===== src/rtl/conv_pkg.sv =====
// Shared types and helpers for the convolution engine stream interfaces.
package conv_pkg;

    typedef enum logic [1:0] {IDLE, STREAM, DONE} outinf_state_t;

    // Right-shift by sh, then clamp to the largest pb-bit unsigned value.
    function automatic logic [63:0] sat_shift(input logic [63:0] v,
                                              input int unsigned pb,
                                              input int unsigned sh);
        logic [63:0] r;
        logic [63:0] mx;
        r  = v >> sh;
        mx = (64'd1 << pb) - 64'd1;
        return (r > mx) ? mx : r;
    endfunction

endpackage


===== src/rtl/sync_fifo.sv =====
// Show-ahead synchronous FIFO: head entry is visible on dout_o whenever not empty.
module sync_fifo #(
    parameter int W     = 8,
    parameter int DEPTH = 4
) (
    input  logic         clk,
    input  logic         rst_n,
    input  logic         push_i,
    input  logic [W-1:0] din_i,
    input  logic         pop_i,
    output logic [W-1:0] dout_o,
    output logic         full_o,
    output logic         empty_o
);
    localparam int AW = $clog2(DEPTH);

    logic [W-1:0]  mem_q [DEPTH];
    logic [AW-1:0] wr_q, rd_q;
    logic [AW:0]   cnt_q;
    logic          do_push, do_pop;

    assign full_o  = (cnt_q == (AW+1)'(DEPTH));
    assign empty_o = (cnt_q == '0);
    assign do_push = push_i & ~full_o;
    assign do_pop  = pop_i & ~empty_o;
    assign dout_o  = mem_q[rd_q];

    always_ff @(posedge clk) begin
        if (do_push) mem_q[wr_q] <= din_i;
    end

    always_ff @(posedge clk or negedge rst_n) begin
        if (!rst_n) begin
            wr_q  <= '0;
            rd_q  <= '0;
            cnt_q <= '0;
        end else begin
            if (do_push) wr_q <= wr_q + 1'b1;
            if (do_pop)  rd_q <= rd_q + 1'b1;
            case ({do_push, do_pop})
                2'b10:   cnt_q <= cnt_q + 1'b1;
                2'b01:   cnt_q <= cnt_q - 1'b1;
                default: cnt_q <= cnt_q;
            endcase
        end
    end

endmodule


===== src/rtl/outinf.sv =====
// Output stream transmitter: saturates pixel_unit results, buffers them and
// frames them with last_x/last_y and a done flag.
module outinf
    import conv_pkg::*;
#(
    parameter int XB    = 10,
    parameter int YB    = 10,
    parameter int PB    = 8,
    parameter int KS    = 3,
    parameter int SH    = 0,
    parameter int DEPTH = 4
) (
    input  logic            clk,
    input  logic            rst,
    input  logic [XB-1:0]   cfg_width,
    input  logic [YB-1:0]   cfg_height,
    input  logic            start,
    input  logic [2*PB-1:0] pix_in,
    input  logic            pix_valid,
    output logic            pix_ready,
    output logic [PB-1:0]   px_out_data,
    output logic            px_out_valid,
    input  logic            px_out_ready,
    output logic            px_out_last_x,
    output logic            px_out_last_y,
    output logic            done
);
    localparam int CW = XB + YB;

    outinf_state_t state_q, state_d;
    logic [XB-1:0] ow_q, x_q;
    logic [YB-1:0] oh_q, y_q;
    logic [CW-1:0] in_cnt_q, total;
    logic [PB-1:0] sat_px, fifo_dout;
    logic          fifo_full, fifo_empty;
    logic          cfg_empty, start_ok, push, pop, at_last_x, at_last_y, final_pop;

    assign total     = CW'(ow_q) * CW'(oh_q);
    assign cfg_empty = (cfg_width < XB'(KS)) || (cfg_height < YB'(KS));
    assign start_ok  = start && (state_q != STREAM);
    assign sat_px    = PB'(sat_shift(64'(pix_in), PB, SH));
    assign push      = pix_valid & pix_ready;
    assign pop       = px_out_valid & px_out_ready;
    assign at_last_x = (x_q == ow_q - XB'(1));
    assign at_last_y = (y_q == oh_q - YB'(1));
    assign final_pop = pop & at_last_x & at_last_y;

    sync_fifo #(.W(PB), .DEPTH(DEPTH)) u_fifo (
        .clk     (clk),
        .rst_n   (rst),
        .push_i  (push),
        .din_i   (sat_px),
        .pop_i   (pop),
        .dout_o  (fifo_dout),
        .full_o  (fifo_full),
        .empty_o (fifo_empty)
    );

    always_ff @(posedge clk or negedge rst) begin
        if (!rst) state_q <= IDLE;
        else      state_q <= state_d;
    end

    always_comb begin
        state_d = state_q;
        case (state_q)
            IDLE, DONE: if (start) state_d = cfg_empty ? DONE : STREAM;
            STREAM:     if (final_pop) state_d = DONE;
            default:    state_d = IDLE;
        endcase
    end

    // Head data is undefined while empty, so the output bus is gated to zero.
    always_comb begin
        pix_ready     = (state_q == STREAM) && !fifo_full && (in_cnt_q < total);
        px_out_valid  = !fifo_empty;
        px_out_data   = px_out_valid ? fifo_dout : '0;
        px_out_last_x = px_out_valid & at_last_x;
        px_out_last_y = px_out_valid & at_last_y;
        done          = (state_q == DONE);
    end

    always_ff @(posedge clk or negedge rst) begin
        if (!rst) begin
            ow_q     <= '0;
            oh_q     <= '0;
            in_cnt_q <= '0;
            x_q      <= '0;
            y_q      <= '0;
        end else if (start_ok) begin
            ow_q     <= cfg_width - XB'(KS) + XB'(1);
            oh_q     <= cfg_height - YB'(KS) + YB'(1);
            in_cnt_q <= '0;
            x_q      <= '0;
            y_q      <= '0;
        end else begin
            if (push) in_cnt_q <= in_cnt_q + 1'b1;
            if (pop) begin
                if (at_last_x) begin
                    x_q <= '0;
                    y_q <= y_q + 1'b1;
                end else begin
                    x_q <= x_q + 1'b1;
                end
            end
        end
    end

endmodule


===== config.mk =====
export PLATFORM = sky130hd
export DESIGN_NAME = outinf
export DESIGN_NICKNAME = d
export VERILOG_FILES = /design/src/rtl/conv_pkg.sv /design/src/rtl/sync_fifo.sv /design/src/rtl/outinf.sv
export SDC_FILE = /design/constraint.sdc
export NUM_CORES = 1
export LEC_CHECK = 0
export ABC_CLOCK_PERIOD_IN_PS = 8100
export CORE_ASPECT_RATIO = 1.4
export CORE_MARGIN = 2
export CORE_UTILIZATION = 53
export DETAILED_ROUTE_END_ITERATION = 16
export GPL_TIMING_DRIVEN = 1
export PLACE_DENSITY = 0.75
export SYNTH_ARGS = -nofsm -noshare
export SYNTH_HDL_FRONTEND = slang
export SYNTH_SLANG_ARGS = --single-unit

===== constraint.sdc =====
create_clock -name clk -period 8.1 [get_ports clk]
set_clock_uncertainty 0.15 [all_clocks]
set_input_delay 1.62 -clock clk [delete_from_list [all_inputs] [get_ports clk]]
set_output_delay 1.62 -clock clk [all_outputs]
set_load 0.1 [all_outputs]

After elaboration in Yosys (flattened, before gate mapping)
Memory sizes are Yosys's and may differ from the RTL's.
Index checks and enable logic that the tools add are counted.
- register bits: 69
- RAM bits: 32
- input bits: 41
- output and inout bits: 13
- logic and storage cells: 80
- memories kept: 1
- memories (name ; depth ; bits a word ; rd ports ; clocked after memory_dff ; wr ports ; RTL line ; RTL):
    u_fifo.mem_q ; 4 ; 8 ; 1 ; 0 ; 1 ; sync_fifo.sv:17 ; logic [W-1:0] mem_q [DEPTH];
- $add $sub $neg: 13
- $mul: 1
- $lt $le $gt $ge: 4
- eq/ne operators: 10
- muxes and demuxes: 17
- bitwise logic cells: 10
- reductions and logical operators: 15
- operator list (operator ; count):
    $mux W10 ; 6
    $add A10 B1 Y10 const B ; 4
    $mux W20 ; 2
    $add A20 B1 Y20 const B ; 1
    $eq A10 B10 Y1 ; 2
    $lt A10 B2 Y1 const B ; 2
    $lt A20 B20 Y1 ; 1
    $mul A10 B10 Y20 ; 1
    $sub A10 B1 Y10 const B ; 2
    $sub A10 B2 Y10 const B ; 2
    $gt A16 B8 Y1 const B ; 1
    $mux W8 ; 2
    $and A1 B1 Y1 ; 8
    $reduce_bool A2 Y1 ; 4
    $mux W2 ; 3
    $pmux W3 S2 ; 1
    $add A2 B1 Y2 const B ; 2
    $eq A2 B1 Y1 const B ; 2
    $eq A2 B2 Y1 const B ; 2
    $ne A2 B2 Y1 const B ; 2
    $pmux W2 S2 ; 1
    $reduce_and A2 Y1 ; 2
    $add A3 B1 Y3 const B ; 1
    $eq A3 B3 Y1 const B ; 1
    other kinds (10) ; 15

Depth between registers and ports, before layout
Gate-level depths: netlist of run 1.
- word-level depth: 8
- gate-level depth with buffers: 32
- depth with buffers taken out: 30

Hierarchy
Synthesis of run 1 repeated with hierarchy kept, for this count alone.
- cell total of the unflattened synthesis: 973
- area, all modules: 9281.4 um2
- by module, submodules not included (module ; instances ; cells each ; area each (um2) ; seq. area each (um2)):
    outinf ; 1 ; 893 ; 7689.9 ; 1551.5
    sync_fifo ; 1 ; 80 ; 1591.5 ; 1136.1

Worst setup path before layout of run 1
OpenSTA, ideal clock, no wires.
- path kind: register -> output
- start point: reg oh_q[3]
- end point: out pix_ready
- data arrival time: 6.818 ns
- required time: 6.330 ns
- setup slack: -0.488 ns
- stages on the path, launching flop included: 24
- buffers on the path: 1
- path through: dfrtp_1 > clkbuf_1 > nand2_1 > fa_1 > inv_1 > fa_1 > inv_1 > fa_1 > inv_1 > fa_1 > inv_1 > fa_1 > inv_1 > ha_1 > a21o_1 > a211o_1 > o22ai_1 > o21a_1 > xor2_1 > ha_1 > a21o_1 > a21o_1 > a2111oi_0 > o211a_1
- cells in the longest elaborated chain, start to end: 3
- ends and longest elaborated chain (what ; RTL line ; RTL):
    from (decl) ; outinf.sv:32 ; logic [YB-1:0] oh_q, y_q;
    from (signal assigned) ; outinf.sv:92 ; oh_q <= cfg_height - YB'(KS) + YB'(1);
    $mul A10 B10 Y20 ; outinf.sv:38 ; assign total = CW'(ow_q) * CW'(oh_q);
    $lt A20 B20 Y1 ; outinf.sv:75 ; pix_ready = (state_q == STREAM) && !fifo_full && (in_cnt_q < total);
    $logic_and A1 B1 Y1 ; outinf.sv:75 ;
    to (decl) ; outinf.sv:20 ; output logic pix_ready,
Every way passes these cells.

Worst setup path after layout of run 1
- start point: reg oh_q[4]
- end point: out pix_ready
The elaborated chain is that of the path after synthesis.

==> metrics, run 1 <==
status=finished, violations left; failing checks=setup timing; antenna fix cells=0; pre-CTS WS=74.4 ps; RR Startpoint=oh_q[4]; setup ws final=-22.6 ps; Core Box Area=0.0172 mm^2; Critical path origin=oh_q[4]; Max Cap Viol=0; CTS tree=done; period utilisation layout=1.00; startpoint types=register; Critical Path End Type=primary output; largest net degree at the start of global routing=70; final-report hold violation count=0; simple-gate share of the synthesized area=0.203; vias in the first global route=7546; P&R area growth vs syn=16.1%; nets=1231; Die Wd=116 um; syn nets=1160; first-pass GRT wire length=37600 um; Crit Path Class=reg -> out; Synth Area in Compound Gates=0.0904; Least-Margin Pin Slew=1050 ps; CTS buffer count=9; unrepaired setup endpoints after global routing=true; Post-synth EDFFs=32; final WL=22600 um; Peak Freq=123 MHz; gr usage total=0.260; I/O pin count=54; Data arrival, critical path=6350 ps; ANT nets after route=0; area leader, netlist=dfrtp_1; DP Wirelength=17000 um; YS warnings=0; Initial Util=0.537; largest family of logic cells by synthesized area=adder cells; GRT overflow=0; Rows=57; worst setup path end=pix_ready; Synth area leaders=dfrtp_1 19%, fa_1 14%, ha_1 12%; Syn Std Cell Area=0.00924 mm^2; sequential area share after synthesis=0.291; IO buf count=53; fin crit period=8120 ps; Syn Area/Cell=9.52 um^2; end of the worst register-to-register path=u_fifo.cnt_q[2]; Die Area=0.0185 mm^2; most common cell in the netlist=nand2_1; Reg2Reg Depth=29; share of layout cells above drive strength 1=0.114; mux cell area share after synthesis=0.0294; Synth Register Bits=101; Clk pin slew, worst setup/hold paths=80 ps; initial antenna violation count=0; Cell variety after synth=60; Slew Limit Fails=0; TritonCTS Sinks=101; H-tree depth=3; relative slew slack=0.301; Via density=5.65; ys async rst share=0.683; post-synthesis xor/xnor area fraction=0.0759; via count=7243; final setup vio count=1; Detailed Routing Iterations Pass 1=5; WP data required=6330 ps; Cells after Synth=970; Starting DRT DRC Count=415; Synth top area share=0.187; most frequent cells after synthesis=96 x nand2_1, 93 x inv_1, 86 x ha_1; Reg2Reg Setup Slack=800 ps; Hold WC Path Type=reg -> reg; adder-cell area share of the yosys netlist=0.253; chip height=160 um; Hold Buf Count CTS=0; drt drc=0; clk buf depth=2; CTS root buf=clkbuf_16; worst-path fanout max=13; routability cong.=0.923; routed len/inst=17.6 um; Synth Flop Type=dfrtp_1; clock latency on the worst-skew pair=370 ps
## flip-flops by register name (all words and copies together), names as in the netlist
signal and flops:
u_fifo.mem_q 32, in_cnt_q 20, oh_q 10, ow_q 10, x_q 10, y_q 10
u_fifo.cnt_q 3, state_q 2, u_fifo.rd_q 2, u_fifo.wr_q 2
## layout make-up
| cell class | count | area, um^2 |
|---|---|---|
| fillers | 1397 | 6460 |
| multi-input cells | 733 | 6160 |
| flip-flops and latches | 101 | 2690 |
| repair buffers | 103 | 928 |
| inverters | 93 | 349 |
| well taps | 236 | 295 |
| clock buffers | 9 | 225 |
| clock inverters | 7 | 83.8 |
## routing by layer
metal	wire length [um]	GRT usage
met1	8970	0.310
met2	12200	0.466
met3	911	0.0459
met4	563	0.0838
met5	0	0
## cells in the final DEF (no fill, tap or decap), types with 7 or more instances in the layout
cell type,count
or4_1,8
fa_1,62
o21ai_0,33
nand3_1,31
nor4_1,10
edfxtp_1,32
and2_1,73
clkbuf_16,9
mux4_2,8
nand2b_1,9
mux2i_1,8
and3_1,12
a21oi_1,20
clkdlybuf4s50_1,51
o211ai_1,7
xor2_1,27
ha_1,83
nand2_1,95
xnor2_1,53
nand4_1,8
dfrtp_1,68
nor2_1,53
buf_4,47
or2_2,11
inv_1,89
nor3_1,21
a21o_1,11
## cell families after synthesis
family          count (synthesis)
mux                            17
flops                         101
compound gates                127
xor+xnor                       80
buf+inv                       136
simple gates                  360
fa+ha+maj                     149
## worst min path at each step
stage	startpoint	to	slack [ps]	depth (start not counted)
floorplan	u_fifo.cnt_q[2]	u_fifo.cnt_q[2]	310	1
global placement	u_fifo.cnt_q[2]	u_fifo.cnt_q[2]	340	1
detailed placement	u_fifo.cnt_q[2]	u_fifo.cnt_q[2]	340	1
CTS	u_fifo.cnt_q[2]	u_fifo.cnt_q[2]	350	1
global route	u_fifo.cnt_q[2]	u_fifo.cnt_q[2]	370	1
finish	u_fifo.cnt_q[2]	u_fifo.cnt_q[2]	350	1
## critical path: stages (launching register included)
cell      delay (ps)
dfrtp_1          370
buf_4            210
nand2_1           90
fa_1             470
fa_1             490
inv_1             60
fa_1             510
fa_1             550
inv_1             50
fa_1             550
inv_1             80
ha_4             290
o21a_1           160
o21ai_2           80
a211oi_2         200
o21ai_1          140
a31oi_1          210
xnor2_1          120
ha_1             300
nand4_1          160
nor3_2           270
o211ai_1         170
o211a_4          280
buf_12           170
## metrics by stage
stage | utilization | cells | hold slack (ps) | setup TNS (ps) | area (um^2)
final | 0.624 | 1282 | 354 | -22.6 | 10700
after global routing | 0.624 | 1282 | 372 | -315 | 10700
after CTS | 0.615 | 1271 | 351 | 0 | 10600
after detailed placement | 0.592 | 1251 | 341 | 0 | 10200
after global placement | 0.592 | 1251 | 343 | 0 | 10200
after floorplan | - | 970 | 306 | 0 | 9250
## repair_timing
action | in CTS | in global routing
cloned | 0 | 0
pin swaps | 9 | 28
setup endpoints to repair | 1 | 1
setup buffers | 4 | 11
resized for setup | 10 | 22
Power of run 1 is left out: the tool's default activity adds up to more than one toggle a clock period on the data nets, which glitch-free logic cannot reach.
==> inputs of run 2 (changes only) <==
--- a/config.mk
+++ b/config.mk
@@ -6,12 +6,13 @@
 export NUM_CORES = 1
 export LEC_CHECK = 0
 export ABC_CLOCK_PERIOD_IN_PS = 8100
+export CAP_MARGIN = 10
 export CORE_ASPECT_RATIO = 1.4
 export CORE_MARGIN = 2
 export CORE_UTILIZATION = 53
 export DETAILED_ROUTE_END_ITERATION = 16
 export GPL_TIMING_DRIVEN = 1
-export PLACE_DENSITY = 0.75
+export PLACE_DENSITY = 0.8
 export SYNTH_ARGS = -nofsm -noshare
 export SYNTH_HDL_FRONTEND = slang
 export SYNTH_SLANG_ARGS = --single-unit
==> run 2 against run 1 <==
  * Critical path depth increased by 2
  * The run still ends with setup timing left
  * Worst setup slack got worse by 69 ps
  * Clock-buffer cell count unchanged
  * Highest routed layer unchanged
==> metrics, run 2 (synthesized netlist as in run 1, its figures left out) <==
status=finished, violations left; failing checks=setup timing; Setup Total Neg Slack=-91.3 ps (-68.7 ps); initial antenna violation count=0 (unchanged); antenna fix cells=0 (unchanged); gr usage total=0.255 (-0.00472); WHS Path Cells=1 (unchanged); WP data required=6330 ps (about the same); hold path endpoint=u_fifo.cnt_q[0]; final WL=22200 um (-1.7%); worst-path fanout max=3 (-10); ANT nets after route=0 (unchanged); drt drc=0 (unchanged); Initial Util=0.537 (unchanged); P&R area growth vs syn=15.9%; largest reg by FF count=u_fifo.mem_q; setup ws final=-91.3 ps (-68.7 ps); pre-CTS WS=7.16 ps (-67.2 ps); GRT overflow=0 (unchanged); Hold WC Path Type=reg -> reg; end of the worst register-to-register path=u_fifo.cnt_q[2]; DP Wirelength=16800 um (-1.4%); Core Box Area=0.0172 mm^2 (unchanged); Max Cap Viol=0 (unchanged); startpoint types=register; Reg2Reg Setup Slack=880 ps (+80 ps); placed cells=1249 (-0.16%); routed len/inst=17.4 um (-1.5%); via count=7228 (-0.21%); vias in the first global route=7439 (-1.4%); Largest register FFs=32 (unchanged); RR Startpoint=oh_q[3]; Via density=5.65 (about the same); Starting DRT DRC Count=480 (+16%); clk buf depth=2 (unchanged); most frequent cells in the layout=93 x nand2_1, 88 x inv_1, 84 x ha_1; largest net degree at the start of global routing=70 (unchanged); final-report hold violation count=0 (unchanged); first-pass GRT wire length=36900 um (-1.9%); FILL cells=1391 (-0.43%); unrepaired setup endpoints after global routing=true; CTS tree=done; Slew Limit Fails=0 (unchanged); Reg2Reg Depth=32 (+10%); final setup vio count=1 (unchanged); Data arrival, critical path=6420 ps (+70 ps); IO buf count=53 (unchanged); hold_sp=u_fifo.cnt_q[0]; Die Area=0.0185 mm^2 (unchanged); Critical Path End Type=primary output; H-tree depth=3 (unchanged); routability cong.=0.913 (-1.2%); Util after Layout=0.623 (-0.00109); period utilisation layout=1.01 (+0.00848); Crit Path Class=reg -> out; Die Wd=116 um (unchanged); CTS root buf=clkbuf_16; share of layout cells above drive strength 1=0.117 (+0.00320); TritonCTS Sinks=101 (unchanged); commonest non-fill, non-tap cell in the layout=nand2_1; relative slew slack=0.312 (+0.0111); Clk pin slew, worst setup/hold paths=70 ps (about the same); Rows=57 (unchanged); chip height=160 um (unchanged); Top Registers=u_fifo.mem_q: 32 flops, in_cnt_q: 20 flops; nets=1228 (-0.24%); I/O pin count=54 (unchanged); CTS buffer count=9 (unchanged); Finished Layout Cells=1279 (-0.23%); clock latency on the worst-skew pair=360 ps (about the same); Least-Margin Pin Slew=1030 ps (-16.7 ps); fin crit period=8190 ps (+68.7 ps); Peak Freq=122 MHz (-0.84%); Detailed Routing Iterations Pass 1=5 (unchanged)
[run 2: changes by cell type in the layout (fill, tap and decap cells not counted), moves of 2 or more]
cell,delta
inv_8,-2
o21ai_1,-3
dfrtp_1,-2
fa_2,+2
o21ai_0,+2
buf_6,+2
dfrtp_2,+2
nand2_1,-2
buf_4,-7
fa_1,-2
[run 2: stage by stage]
stage | cell area (um^2) | hold slack, ps
2_1_floorplan | 9250 | 306
3_3_place_gp | 10200 | 338
3_5_place_dp | 10200 | 356
4_1_cts | 10600 | 366
5_1_grt | 10700 | 379
6_report | 10700 | 365
[run 2: area by class of cell]
class                      count  area, um^2  area share
clock buffer                   9         225      0.0210
clock inverter                 7        78.8     0.00736
tap                          236         295      0.0276
sequential                   101        2690       0.251
timing repair buffer         100         918      0.0858
inverter                      93         349      0.0326
multi-input combinational    733        6150       0.574
[run 2: how the worst max path moves through the flow]
stage                end  slack [ps]  cells past startpoint  startpoint
6_report       pix_ready         -90                     25     oh_q[3]
5_1_grt        pix_ready        -340                     26     oh_q[3]
4_1_cts        pix_ready           2                     23     oh_q[3]
3_5_place_dp   pix_ready           7                     23     oh_q[3]
3_3_place_gp   pix_ready         120                     22     ow_q[2]
2_1_floorplan  pix_ready          40                     23     oh_q[3]
[run 2: what timing repair did]
action | 4_1_cts | 5_1_grt
buffers inserted | 5 | 9
hold endpoints to repair | 0 | 0
endpoints found under the setup margin | 1 | 1
pin swaps | 11 | 26
hold buffers | 0 | 0
gates resized for setup | 14 | 26
[run 2: routing by layer]
layer | up-vias | wire (um) | global-route usage
li1 | 3435 | - | -
met1 | 3566 | 8820 | 0.313
met2 | 177 | 11700 | 0.450
met3 | 50 | 871 | 0.0342
met4 | 0 | 826 | 0.0947
met5 | - | 0 | 0
[run 2: worst max-delay path: stages, from the launching register on]
cell and delay, ps:
dfrtp_1 410, buf_6 130, nand2_4 40, fa_1 500, inv_2 40, fa_1 510, inv_2 50, fa_1 530
inv_2 40, fa_1 490, inv_2 40, fa_1 510, inv_2 50, ha_4 270, o21a_1 110, o21a_1 170
o21ai_2 90, a211oi_2 320, o21ai_2 140, a31oi_2 200, xnor2_1 100, ha_1 310, a21o_1 210, a2111oi_4 390
o211a_4 240, buf_12 170
Power of run 2 is left out for the same reason.
==> inputs of run 3 (changes only) <==
--- a/config.mk
+++ b/config.mk
@@ -6,7 +6,7 @@
 export NUM_CORES = 1
 export LEC_CHECK = 0
 export ABC_CLOCK_PERIOD_IN_PS = 8100
-export CAP_MARGIN = 10
+export CAP_MARGIN = 20
 export CORE_ASPECT_RATIO = 1.4
 export CORE_MARGIN = 2
 export CORE_UTILIZATION = 53
==> results of run 3 <==
No change in the layout: final DEF, timing and power equal those of run 2.
Power of run 3 is left out for the same reason.
